[src/rtl/param_sequence_generator_pkg.sv]
// Shared mode encodings, ping-pong direction type and the length/restart helpers
// used by the table-driven sequence generator.
package seq_gen_pkg;

  localparam logic [1:0] MODE_WRAP     = 2'b00;
  localparam logic [1:0] MODE_PINGPONG = 2'b01;
  localparam logic [1:0] MODE_ONESHOT  = 2'b10;

  typedef enum logic {
    PP_FWD = 1'b0,
    PP_REV = 1'b1
  } pp_dir_e;

  // Active length: 0 acts as 1, anything past the table acts as the full table.
  function automatic int unsigned clamp_len(input int unsigned len, input int unsigned depth);
    if (len == 0) return 1;
    if (len > depth) return depth;
    return len;
  endfunction

  // Reverse start only makes sense where dir is honoured; ping-pong always starts at 0.
  function automatic int unsigned restart_pos(input int unsigned l, input logic dir,
                                              input logic [1:0] mode);
    return (dir && mode != MODE_PINGPONG) ? l - 1 : 0;
  endfunction

endpackage

[src/rtl/param_sequence_generator_seq_table.sv]
// DEPTH x WIDTH pattern table: synchronous write, asynchronous read,
// reset loads each entry with its own index.
module seq_table #(
  parameter int WIDTH = 3,
  parameter int DEPTH = 8,
  parameter int AW    = $clog2(DEPTH)
) (
  input  logic             clk_i,
  input  logic             reset_i,
  input  logic             wr_en_i,
  input  logic [AW-1:0]    wr_addr_i,
  input  logic [WIDTH-1:0] wr_data_i,
  input  logic [AW-1:0]    rd_addr_i,
  output logic [WIDTH-1:0] rd_data_o
);

  logic [DEPTH-1:0][WIDTH-1:0] mem_q;

  // Addresses at or above DEPTH match no entry, so they are dropped here.
  for (genvar g = 0; g < DEPTH; g++) begin : g_ent
    always_ff @(posedge clk_i) begin
      if (reset_i)
        mem_q[g] <= WIDTH'(g);
      else if (wr_en_i && wr_addr_i == AW'(g))
        mem_q[g] <= wr_data_i;
    end
  end

  assign rd_data_o = mem_q[rd_addr_i];

endmodule

[src/rtl/param_sequence_generator.sv]
// Table-driven sequence generator: index FSM with wrap, ping-pong and one-shot
// stepping over a programmable active length, reading a writable pattern table.
module param_sequence_generator
  import seq_gen_pkg::*;
#(
  parameter int WIDTH = 3,
  parameter int DEPTH = 8,
  localparam int AW   = $clog2(DEPTH),
  localparam int LW   = $clog2(DEPTH + 1)
) (
  input  logic             clk_i,
  input  logic             reset_i,
  input  logic             en_i,
  input  logic             restart_i,
  input  logic             dir_i,
  input  logic [1:0]       mode_i,
  input  logic [LW-1:0]    len_i,
  input  logic             wr_en_i,
  input  logic [AW-1:0]    wr_addr_i,
  input  logic [WIDTH-1:0] wr_data_i,
  output logic [WIDTH-1:0] seq_out_o,
  output logic [AW-1:0]    idx_o,
  output logic             wrap_o,
  output logic             done_o
);

  logic [AW-1:0] idx_q, idx_d;
  pp_dir_e       pp_q, pp_d;
  logic          wrap_q, wrap_d;
  logic          done_q, done_d;

  logic [LW-1:0] len_l;
  logic [AW-1:0] last, rst_pos;
  logic          oneshot, go_fwd;

  assign len_l   = LW'(clamp_len(32'(len_i), DEPTH));
  assign last    = AW'(len_l - 1'b1);
  assign rst_pos = AW'(restart_pos(32'(len_l), dir_i, mode_i));
  assign oneshot = (mode_i == MODE_ONESHOT);

  always_ff @(posedge clk_i) begin
    if (reset_i) begin
      idx_q  <= '0;
      pp_q   <= PP_FWD;
      wrap_q <= 1'b0;
      done_q <= 1'b0;
    end else begin
      idx_q  <= idx_d;
      pp_q   <= pp_d;
      wrap_q <= wrap_d;
      done_q <= done_d;
    end
  end

  always_comb begin
    idx_d  = idx_q;
    pp_d   = pp_q;
    wrap_d = 1'b0;
    done_d = done_q;
    go_fwd = 1'b1;
    if (restart_i) begin
      idx_d  = rst_pos;
      pp_d   = PP_FWD;
      done_d = 1'b0;
    end else if (en_i) begin
      if (oneshot && done_q) begin
        idx_d = idx_q;
      end else if (idx_q > last) begin
        // Length shrank under us: silently re-home, no end-of-sequence event.
        idx_d = rst_pos;
      end else if (last == '0) begin
        idx_d  = '0;
        wrap_d = 1'b1;
        if (oneshot) done_d = 1'b1;
      end else begin
        case (mode_i)
          MODE_PINGPONG: begin
            // Bounce if the flag points off the end (e.g. after a re-home).
            go_fwd = (pp_q == PP_FWD) ? (idx_q != last) : (idx_q == '0);
            idx_d  = go_fwd ? idx_q + 1'b1 : idx_q - 1'b1;
            if (go_fwd ? (idx_d == last) : (idx_d == '0)) begin
              wrap_d = 1'b1;
              pp_d   = go_fwd ? PP_REV : PP_FWD;
            end else begin
              pp_d   = go_fwd ? PP_FWD : PP_REV;
            end
          end
          MODE_ONESHOT: begin
            if (dir_i ? (idx_q == '0) : (idx_q == last)) begin
              wrap_d = 1'b1;
              done_d = 1'b1;
            end else begin
              idx_d = dir_i ? idx_q - 1'b1 : idx_q + 1'b1;
              if (dir_i ? (idx_d == '0) : (idx_d == last)) begin
                wrap_d = 1'b1;
                done_d = 1'b1;
              end
            end
          end
          default: begin
            if (!dir_i) begin
              if (idx_q == last) begin
                idx_d  = '0;
                wrap_d = 1'b1;
              end else begin
                idx_d  = idx_q + 1'b1;
              end
            end else begin
              if (idx_q == '0) begin
                idx_d  = last;
                wrap_d = 1'b1;
              end else begin
                idx_d  = idx_q - 1'b1;
              end
            end
          end
        endcase
      end
    end
  end

  seq_table #(.WIDTH(WIDTH), .DEPTH(DEPTH), .AW(AW)) u_table (
    .clk_i    (clk_i),
    .reset_i  (reset_i),
    .wr_en_i  (wr_en_i),
    .wr_addr_i(wr_addr_i),
    .wr_data_i(wr_data_i),
    .rd_addr_i(idx_q),
    .rd_data_o(seq_out_o)
  );

  assign idx_o  = idx_q;
  assign wrap_o = wrap_q;
  assign done_o = done_q;

endmodule

[config.mk]
export PLATFORM = sky130hd
export DESIGN_NAME = param_sequence_generator
export DESIGN_NICKNAME = d
export VERILOG_FILES = /design/src/rtl/param_sequence_generator_pkg.sv /design/src/rtl/param_sequence_generator_seq_table.sv /design/src/rtl/param_sequence_generator.sv
export SDC_FILE = /design/constraint.sdc
export NUM_CORES = 1
export LEC_CHECK = 0
export BUFFER_PORTS_ARGS = -buffer_cell sky130_fd_sc_hd__buf_2
export CAP_MARGIN = 20
export CORE_AREA = 2 2 79 59
export DETAILED_ROUTE_END_ITERATION = 12
export DIE_AREA = 0 0 81 61
export GPL_ROUTABILITY_DRIVEN = 0
export GPL_TIMING_DRIVEN = 0
export PLACE_DENSITY = 0.79
export SLEW_MARGIN = 10
export SYNTH_ARGS = -nofsm -noshare
export SYNTH_HDL_FRONTEND = slang
export SYNTH_SLANG_ARGS = --single-unit
[constraint.sdc]
create_clock -name clk_i -period 3.58 [get_ports clk_i]
set_input_delay 0 -clock clk_i [delete_from_list [all_inputs] [get_ports clk_i]]
set_output_delay 0 -clock clk_i [all_outputs]
set_load 0.1 [all_outputs]
**Yosys cells after proc, flatten, opt, wreduce, memory -nomap -nowiden**

Cells that the tools add are included.

- Bits in registers: 30
- Bits of input ports: 18
- Logic and storage cells: 104

- Add/sub/neg operators: 4
- $lt $le $gt $ge: 3
- Equality and inequality tests: 16
- Mux-type cells: 42
- Bitwise gates (word level): 4
- Reduce and logical (&&, ||, !) cells: 23

Operator list:

| operator | number |
|---|---|
| $mux W3 | 15 |
| $mux W1 | 24 |
| $logic_not A3 Y1 | 5 |
| $eq A3 B3 Y1 const B | 4 |
| $logic_and A1 B1 Y1 | 10 |
| $reduce_and A5 Y1 | 2 |
| $bmux W3 S3 | 1 |
| $eq A3 B3 Y1 | 3 |
| $sub A3 B1 Y3 const B | 3 |
| $eq A3 B2 Y1 const B | 2 |
| $pmux W3 S2 | 1 |
| $ne A5 B5 Y1 const B | 1 |
| $reduce_or A5 Y1 | 1 |
| $gt A4 B4 Y1 const B | 1 |
| $logic_not A4 Y1 | 1 |
| $lt A3 B4 Y1 const B | 1 |
| $not A1 Y1 | 4 |
| $add A3 B1 Y3 const B | 1 |
| $eq A3 B1 Y1 const B | 1 |
| $gt A3 B3 Y1 | 1 |
| $ne A3 B3 Y1 | 1 |
| $reduce_and A3 Y1 | 1 |
| $reduce_bool A3 Y1 | 1 |
| $eq A2 B1 Y1 const B | 1 |
| 6 further kinds | 6 |

**Longest topological paths before layout**

Gate-level depths: netlist (run 1).

- Depth in word-level cells: 15
- Mapped depth: 10
- Depth with buffers taken out: 9

**Cells and area by module**

From an unflattened synthesis (run 1), not the netlist that was laid out.

- Cell total of the unflattened synthesis: 217
- Area, all modules: 2059.5 sq um

Modules (own cells, without submodules):

| module | instances | cells each | area an instance (sq um) | sequential area each (sq um) |
|---|---|---|---|---|
| seq_table | 1 | 95 | 1118.6 | 480.5 |
| param_sequence_generator | 1 | 122 | 940.9 | 120.1 |

**Worst setup path after synthesis (run 1)**

OpenSTA, ideal clock, no wires.

- Path kind: register to register
- Start point: register idx_q[0], in the netlist idx_o[0]
- End point: register idx_q[0], in the netlist idx_o[0]
- Setup time: 0.140 ns
- Arrival time: 2.766 ns
- Setup slack: 0.674 ns
- Stages on the path, launching flop included: 9
- Buffers on the path: 1
- Clock period less this slack: 2.906 ns
- Cells stage by stage: dfxtp_1 > buf_6 > inv_1 > ha_1 > and3_1 > a21oi_1 > o31ai_1 > a221oi_1 > a311oi_1

- Cells in the longest elaborated chain, start to end: 9
- Elaborated cells on any way between the ends: 22
- Those cells by class: add/sub: 2; order compare: 1; eq/ne: 3; mux: 14; reduce/logical: 2

Ends and longest elaborated chain:

| what | line | source |
|---|---|---|
| start: declaration | param_sequence_generator.sv:27 | `logic [AW-1:0] idx_q, idx_d;` |
| start signal: assignment | param_sequence_generator.sv:48 | `idx_q <= idx_d;` |
| $add A3 B1 Y3 (tied with other cells) | param_sequence_generator.sv:80, param_sequence_generator.sv:93, param_sequence_generator.sv:106 |  |
| $mux W3 (tied with other cells) | param_sequence_generator.sv:102 | `if (idx_q == last) begin` |
| $mux W3 (on tied branches) | param_sequence_generator.sv:101, param_sequence_generator.sv:80, param_sequence_generator.sv:89 |  |
| $pmux W3 S2 | param_sequence_generator.sv:76 | `case (mode_i)` |
| $mux W3 | param_sequence_generator.sv:71 | `end else if (last == '0) begin` |
| $mux W3 | param_sequence_generator.sv:68 | `end else if (idx_q > last) begin` |
| $mux W3 | param_sequence_generator.sv:66 | `if (oneshot && done_q) begin` |
| $mux W3 | param_sequence_generator.sv:65 | `end else if (en_i) begin` |
| $mux W3 | param_sequence_generator.sv:61 | `if (restart_i) begin` |

Several ways; a longest one is shown, not always the timed one. The select of a mux whose other input is x is not followed.
A chain may end at the register's enable or synchronous reset.

**Worst setup path in the final report (run 1)**

Ends and elaborated chain as after synthesis.

==> metrics.sh, run 1 <==
CTS_NUM_SINKS=30
WORSTREG2REGSTART='idx_o[0]'
NUMBER_OF_NETS_WITH_ANTENNA_VIOLATIONS_AFTER_DETAILED_ROUTING=0
DRC=0
SYNTH.MUX.AREA_FRACTION_PCT=21.9
SYNTH_AREA_LEADERS='sky130_fd_sc_hd__dfxtp_1 (30%), sky130_fd_sc_hd__mux2i_1 (13%), sky130_fd_sc_hd__mux4_2 (6.7%)'
POST_CTS.RESIZED_INSTANCES=0
FMAX_MHz=381
SYNTH-EDFF-COUNT=0
HPWL_UM=3460
WORSTMARGINPINSLEW_NS=0.770
YOSYSTOPAREACELL='sky130_fd_sc_hd__dfxtp_1'
LAYOUT_COMMONEST_CELL='sky130_fd_sc_hd__dfxtp_1'
P_LEAK_nW=0.982
FINAL_TOTAL_POWER_mW=0.962
AREA_OF_THE_MAPPED_NETLIST_UM2=2010
DRIVE_GT1_SHARE_PCT=19.0
SETUP_VIOL=0
CP_SLOWEST_STAGE_DELAY_NS=0.45
CP_LAUNCH_TYPE='register'
TRITONCTS.NUM_BUFFERS=5
WORST_PATH_MAX_DELAY_CELL='sky130_fd_sc_hd__o31ai_1'
CLK_NETWORK_PWR_SHARE_PCT=29.5
ARRIVAL_NS=2.81
CLOCK_INSERTION_DELAY_WORST_SKEW_NS=0.27
WORST_SETUP_PATH_ENDPOINT='idx_o[0]'
POWER.SHARE.SEQUENTIAL_PCT=36.7
VIA_COUNT_OF_THE_FIRST_GLOBAL_ROUTING_PASS=1553
PLACEABLECOREAREA_UM2=4150
CRITPATHCAPTURETYPE='register'
ANTENNA_FOUND_INITIAL=0
GRT_SETUP_UNREPAIRED='false'
GRT_OVERFLOW=0
INITIAL_STANDARD_CELL_UTILIZATION_OF_THE_CORE_PCT=48.3
POWER.DENSITY_CELL_AREA_nW_PER_UM2=421
MAX_CAP_CHECK_VIOLATION_COUNT=0
AREA_DELTA_SYNTH_FINAL_PCT=13.9
SYNTH.AVG_CELL_AREA_UM2=9.04
POWER_SWITCHING_mW=0.348
FINAL_HOLD_VIOL_COUNT=0
INTERNAL_REG_TO_REG_SETUP_SLACK_NS=0.96
DETAILEDROUTE.FIRSTITERATIONVIOLATIONS=222
COMB_POWER_SHARE_PCT=33.9
RELATIVE_SLEW_SLACK_PCT=48.2
ROWS=20
IR_WORST_VDD_V=0.000193
DETAIL_ROUTE.FIRST_PASS.ITERATIONS=4
PORTION_OF_THE_POST_SYNTHESIS_AREA_USED_BY_SEQUENTIAL_ELEMENTS_PCT=29.9
CLKTRANSATPATHREGS_NS=0.07
TOP_LEVEL_PORTS=26
WORST-PATH-MAX-FANOUT=10
TIMING_MAX_TRANSITION_VIOLATIONS_FINAL=0
TIMING.SETUP.CRITICAL_PATH_CLASS='register to register'
CLOCK_TREE.HTREE_LEVEL_COUNT=2
FLOORPLAN.DIE.WIDTH_UM=81
DIE_HEIGHT_UM=61
LAYOUT.CELLS.MOST_COMMON_LIST='sky130_fd_sc_hd__dfxtp_1 (30), sky130_fd_sc_hd__mux2i_1 (26), sky130_fd_sc_hd__nand2_1 (23)'
CRIT_CELLS=9
SYNTH_TOP_AREA_SHARE_PCT=29.9
DPL.CELL_COUNT=298
CTS_POST_SETUP_BUFFERS_INSERTED=0
PATH_DELAY_FAMILY='compound AO/OA/AOI/OAI gates'
DRT-TOTAL-WL_UM=4700
NETLIST-CELL-TYPE-COUNT=50
SYNTH_XOR_AREA_SHARE_PCT=3.49
SYNTH_COMPOUND_AREA_SHARE_PCT=13.9
CLK_ROOT_BUFFER_CELL='sky130_fd_sc_hd__clkbuf_8'
DIODES=0
CTS-ROOT-TO-SINK-BUFFERS=2
PLACEMENT.IO_BUFFERS=21
FINAL_PERIOD_DEMAND_OF_THE_WORST_PATH_NS=2.62
CRITICAL_PATH_BUF_INV_COUNT=2
YOSYS.AREA_SHARE.SIMPLE_PCT=20.3
RUN_STATUS='completed'
CRITICAL_PATH.REG2REG.ENDPOINT='idx_o[0]'
GRT_MAX_DEGREE=11
SWSHARE_PCT=36.1
SYNTHARSTFLOPSHARE_PCT=0
WORSTPATHREQUIRED_NS=3.77
MIN-DELAY-PATH-CLASS='primary input to register'
YOSYS.AREA_SHARE.ADDER_PCT=4.99
SYNTH-SEQ-CELLS=30
CLOCK_SKEW_NS=0.000758
TIMING.FINAL.CRIT_SHARE_PCT=73.3
COMBINATIONAL_FAMILY_WITH_THE_MOST_AREA_AFTER_SYNTHESIS='multiplexers'
CRIT_CHAIN='buf_6, inv_1, ha_1, and3_1, mux2_2, nand2_1, o31ai_1, a221oi_1, a311oi_1'
FINISH.CELL_COUNT_WITHOUT_FILLERS=307
TNS_NS=0
CLOCK_TREE_FROM_TRITONCTS='yes'
AVGVIACOUNTPERCELL=5.73
DESIGN.FINAL.NETS=277
SYN_INST=222
INTERNAL_POWER_mW=0.614
WORST_SETUP_PATH_STARTPOINT='idx_o[0]'
VIAS=1758
DIE-AREA_UM2=4940
SYNTH_NETS=248
GRT_USAGE_PCT=20.7
TIMING.REG2REG.WORST_PATH_DEPTH=9
YS.FLOP_TYPE='sky130_fd_sc_hd__dfxtp_1'
DRT-WIRELENGTH-PER-CELL_UM=15.3
SYNTH-WARNING-COUNT=0
GRT_FIRST_PASS_WIRELENGTH_UM=7580
[layout make-up]
type | instances | area (µm²)
Buffer | 13 | 76.3
Fill cell | 387 | 1870
Sequential cell | 30 | 601
Clock buffer | 6 | 82.6
Clock inverter | 2 | 12.5
Multi-Input combinational cell | 170 | 1300
Inverter | 9 | 33.8
Tap cell | 55 | 68.8
Timing Repair Buffer | 22 | 115
[power by group through the flow]
stage,clock network (mW),logic (mW),registers [mW]
6_report,0.283,0.326,0.353
2_1_floorplan,0,0.224,0.390
3_5_place_dp,0,0.318,0.360
4_1_cts,0.289,0.321,0.353
3_3_place_gp,0,0.314,0.360
5_1_grt,0.304,0.349,0.354
[sequential cells by signal, indices dropped and copies added (netlist names)]
signal / flops
u_table.mem_q: 24
wrap_o: 1
done_o: 1
pp_q: 1
idx_o: 3
[worst min path at each step]
stage | startpoint | depth (start not counted) | slack, ns | to
floorplan | reset_i | 1 | 0.07 | idx_o[0]
global placement | reset_i | 2 | 0.25 | u_table.mem_q[8]
detailed placement | reset_i | 2 | 0.27 | u_table.mem_q[8]
CTS | wr_data_i[1] | 3 | 0.15 | u_table.mem_q[4]
global route | wr_data_i[1] | 3 | 0.18 | u_table.mem_q[10]
finish | wr_data_i[1] | 3 | 0.16 | u_table.mem_q[16]
[Yosys cell counts (2+ instances only)]
library cell / count
sky130_fd_sc_hd__nand2_1: 23
sky130_fd_sc_hd__o31ai_1: 3
sky130_fd_sc_hd__mux2_2: 4
sky130_fd_sc_hd__nor2_1: 20
sky130_fd_sc_hd__o221ai_1: 2
sky130_fd_sc_hd__nor2b_1: 6
sky130_fd_sc_hd__mux4_2: 6
sky130_fd_sc_hd__nand4b_1: 3
sky130_fd_sc_hd__o211a_1: 2
sky130_fd_sc_hd__nand3_1: 4
sky130_fd_sc_hd__nor3b_1: 3
sky130_fd_sc_hd__clkbuf_1: 8
sky130_fd_sc_hd__buf_4: 3
sky130_fd_sc_hd__o21ai_0: 7
sky130_fd_sc_hd__inv_1: 9
sky130_fd_sc_hd__nand3b_1: 2
sky130_fd_sc_hd__a221oi_1: 2
sky130_fd_sc_hd__nand2b_1: 2
sky130_fd_sc_hd__a21oi_1: 5
sky130_fd_sc_hd__dfxtp_1: 30
sky130_fd_sc_hd__a21boi_0: 2
sky130_fd_sc_hd__xnor2_1: 6
sky130_fd_sc_hd__a311oi_1: 2
sky130_fd_sc_hd__ha_1: 8
sky130_fd_sc_hd__xor2_1: 2
sky130_fd_sc_hd__mux2i_1: 26
sky130_fd_sc_hd__nor3_1: 9
[stage by stage]
step / worst slack (ns) / area, µm² / hold slack, ns / util, %
global placement: 0.997 / 2180 / 0.253 / 52.5
finish: 0.957 / 2290 / 0.155 / 55.0
floorplan: 0.674 / 2010 / 0.0721 / -
detailed placement: 0.994 / 2180 / 0.269 / 52.5
global route: 0.716 / 2290 / 0.178 / 55.0
CTS: 0.982 / 2290 / 0.154 / 55.0
[worst reg2reg max path, delay by kind of cell, from the launching register on]
kind	cells	cell delay [ns]
compound gates	3	0.88
fa+ha+maj	1	0.39
buf+inv	2	0.32
flops	1	0.40
mux	1	0.22
simple gates	2	0.34
[per-layer routing]
layer / vias up / part of all wire (%) / GRT usage (%)
li1: 864 / - / -
met3: 6 / 8.0 / 4.17
met2: 70 / 40 / 29.2
met4: 0 / 1.3 / 6.54
met1: 818 / 50 / 31.7
met5: - / 0 / 0
[logic make-up (layout without fill, tap and decap cells)]
logic type                 Yosys count  in the layout
AOI/OAI and AO/OA                   37             37
buffers and inverters               22             52
DFF                                 30             30
and+or+nand+nor                     81             81
adders and majority gates            8              8
xor gates and xnor gates             8              8
muxes                               36             36
[what timing repair did]
action | 4_1_cts | 5_1_grt
endpoints found under the hold margin | 3 | 0
endpoints found under the setup margin | 0 | 0
hold buffers | 1 | 0
Power figures use the tool's default switching activity.
==> run 2, diff against run 1 <==
PLACE_DENSITY = 0.82   (was 0.79)
clock period = 2.2 ns   (was 3.58 ns; I/O delays follow)
==> run 2 against run 1 <==
Global-route usage rose by 2.1 points; worst hold slack worse by 0.0092 ns; final cell count rose by 0.98%; combinational power rose by 76%; largest power group unchanged.
==> metrics.sh, run 2 (synthesized netlist as in run 1, its figures left out) <==
DETAIL_ROUTE.FIRST_PASS.ITERATIONS=4
VIAS=1824
DRC=0
CTS_NUM_SINKS=30
TNS_NS=0
FIN_WS_NS=0.0663
POWER.DENSITY_CELL_AREA_nW_PER_UM2=660
HPWL_UM=3660
WORSTPATHREQUIRED_NS=2.44
TIMING.SETUP.CRITICAL_PATH_CLASS='register to register'
RELATIVE_SLEW_SLACK_PCT=32.1
CLK_ROOT_BUFFER_CELL='sky130_fd_sc_hd__clkbuf_8'
CLOCK_INSERTION_DELAY_WORST_SKEW_NS=0.29
TIMING_MAX_TRANSITION_VIOLATIONS_FINAL=0
ANTENNA_FOUND_INITIAL=0
WORSTMARGINPINSLEW_NS=1.01
FMAX_MHz=469
CTS-ROOT-TO-SINK-BUFFERS=2
P_LEAK_nW=1.01
AREA_DELTA_SYNTH_FINAL_PCT=19.1
DRT-TOTAL-WL_UM=5090
DRT-WIRELENGTH-PER-CELL_UM=16.4
FINAL_PERIOD_DEMAND_OF_THE_WORST_PATH_NS=2.13
TOP_REGISTER='u_table.mem_q'
PLACEABLECOREAREA_UM2=4150
SETUP_VIOL=0
MIN-DELAY-PATH-CLASS='primary input to register'
GRT_MAX_DEGREE=11
CLOCK_TREE.HTREE_LEVEL_COUNT=2
RUN_STATUS='completed'
WORST-PATH-MAX-FANOUT=10
DIODES=0
FINAL_HOLD_VIOL_COUNT=0
NUMBER_OF_NETS_WITH_ANTENNA_VIOLATIONS_AFTER_DETAILED_ROUTING=0
DRIVE_GT1_SHARE_PCT=25.1
LARGEST_REG_FLOPS=24
FLOORPLAN.DIE.WIDTH_UM=81
CP_LAUNCH_TYPE='register'
PLACEMENT.IO_BUFFERS=21
TOP_LEVEL_PORTS=26
CLOCK_TREE_FROM_TRITONCTS='yes'
VIA_COUNT_OF_THE_FIRST_GLOBAL_ROUTING_PASS=1669
CLOCK_SKEW_NS=0.00945
CRITPATHCAPTURETYPE='register'
GRT_OVERFLOW=0
ROWS=20
GRT_FIRST_PASS_WIRELENGTH_UM=8280
TRITONCTS.NUM_BUFFERS=5
TIMING.FINAL.CRIT_SHARE_PCT=97.0
DPL.CELL_COUNT=298
DETAILEDROUTE.FIRSTITERATIONVIOLATIONS=351
LAYOUT_UTILIZATION_PCT=57.5
INITIAL_STANDARD_CELL_UTILIZATION_OF_THE_CORE_PCT=48.3
LAYOUT_COMMONEST_CELL='sky130_fd_sc_hd__dfxtp_1'
ARRIVAL_NS=2.37
PRE_CTS_WS_NS=-0.274
GRT_SETUP_UNREPAIRED='true'
AVGVIACOUNTPERCELL=5.88
CLKTRANSATPATHREGS_NS=0.07
DESIGN.FINAL.NETS=281
MAX_CAP_CHECK_VIOLATION_COUNT=0
LAYOUT.CELLS.MOST_COMMON_LIST='sky130_fd_sc_hd__dfxtp_1 (27), sky130_fd_sc_hd__mux2i_1 (26), sky130_fd_sc_hd__nand2_1 (22)'
IR_WORST_VDD_V=0.000423
GRT_USAGE_PCT=22.8
FINISH.CELL_COUNT_WITHOUT_FILLERS=310
DIE-AREA_UM2=4940
DIE_HEIGHT_UM=61
run 2: cell types whose count changed in the layout (fill, tap and decap cells not counted), sizes merged:
cell / delta
clkinvlp: -1
buf: +5
clkinv: +1
clkbuf: -2
run 2: what timing repair did:
action / 4_1_cts / 5_1_grt
endpoints found under the setup margin: 0 / 5
endpoints found under the hold margin: 3 / 0
gates resized for setup: 0 / 7
hold buffers: 1 / 0
setup buffers: 0 / 4
run 2: worst max-delay path, stage by stage, from the launching register on:
cell	delay, ns
sky130_fd_sc_hd__dfxtp_4	0.37
sky130_fd_sc_hd__buf_12	0.15
sky130_fd_sc_hd__inv_4	0.10
sky130_fd_sc_hd__ha_2	0.27
sky130_fd_sc_hd__buf_4	0.16
sky130_fd_sc_hd__xnor2_1	0.17
sky130_fd_sc_hd__or4_4	0.54
sky130_fd_sc_hd__a21boi_2	0.15
sky130_fd_sc_hd__o211a_1	0.17
run 2: layout make-up:
type | instances | area (µm²)
clock inverters | 2 | 10.0
plain buffers | 13 | 96.3
multi-input cells | 170 | 1360
well taps | 55 | 68.8
flip-flops and latches | 30 | 609
inverters | 9 | 36.3
fillers | 364 | 1760
repair buffers | 26 | 145
clock buffers | 5 | 68.8
run 2: final timing paths:
| path | cells past startpoint | slack [ns] | to | start |
|---|---|---|---|---|
| worst max-delay path | 8 | 0.07 | wrap_o | idx_o[0] |
| worst min-delay path | 3 | 0.15 | u_table.mem_q[16] | wr_data_i[1] |
| worst min register to register | 2 | 0.48 | u_table.mem_q[15] | u_table.mem_q[15] |
| worst max register to register | 8 | 0.07 | wrap_o | idx_o[0] |
run 2: layer usage:
layer  GRT usage, %  part of all wire [%]  up-vias
li1               -                     -      871
met1           32.1                    46      860
met2           33.5                    43       85
met3           5.51                    10        8
met4           9.93                   1.4        0
met5              0                     0        -
run 2: metrics by stage:
step	cell area (µm²)	hold WS [ns]	total power, mW
2_1_floorplan	2070	0.0624	1.02
3_3_place_gp	2250	0.257	1.12
3_5_place_dp	2250	0.252	1.13
4_1_cts	2330	0.147	1.55
5_1_grt	2390	0.207	1.64
6_report	2390	0.146	1.58
run 2: where the power goes:
| group | total (mW) | internal [mW] | switching, mW |
|---|---|---|---|
| Sequential | 0.579 | 0.561 | 0.0171 |
| Clock | 0.424 | 0.212 | 0.213 |
| Combinational | 0.575 | 0.218 | 0.358 |
| Total | 1.58 | 0.991 | 0.587 |
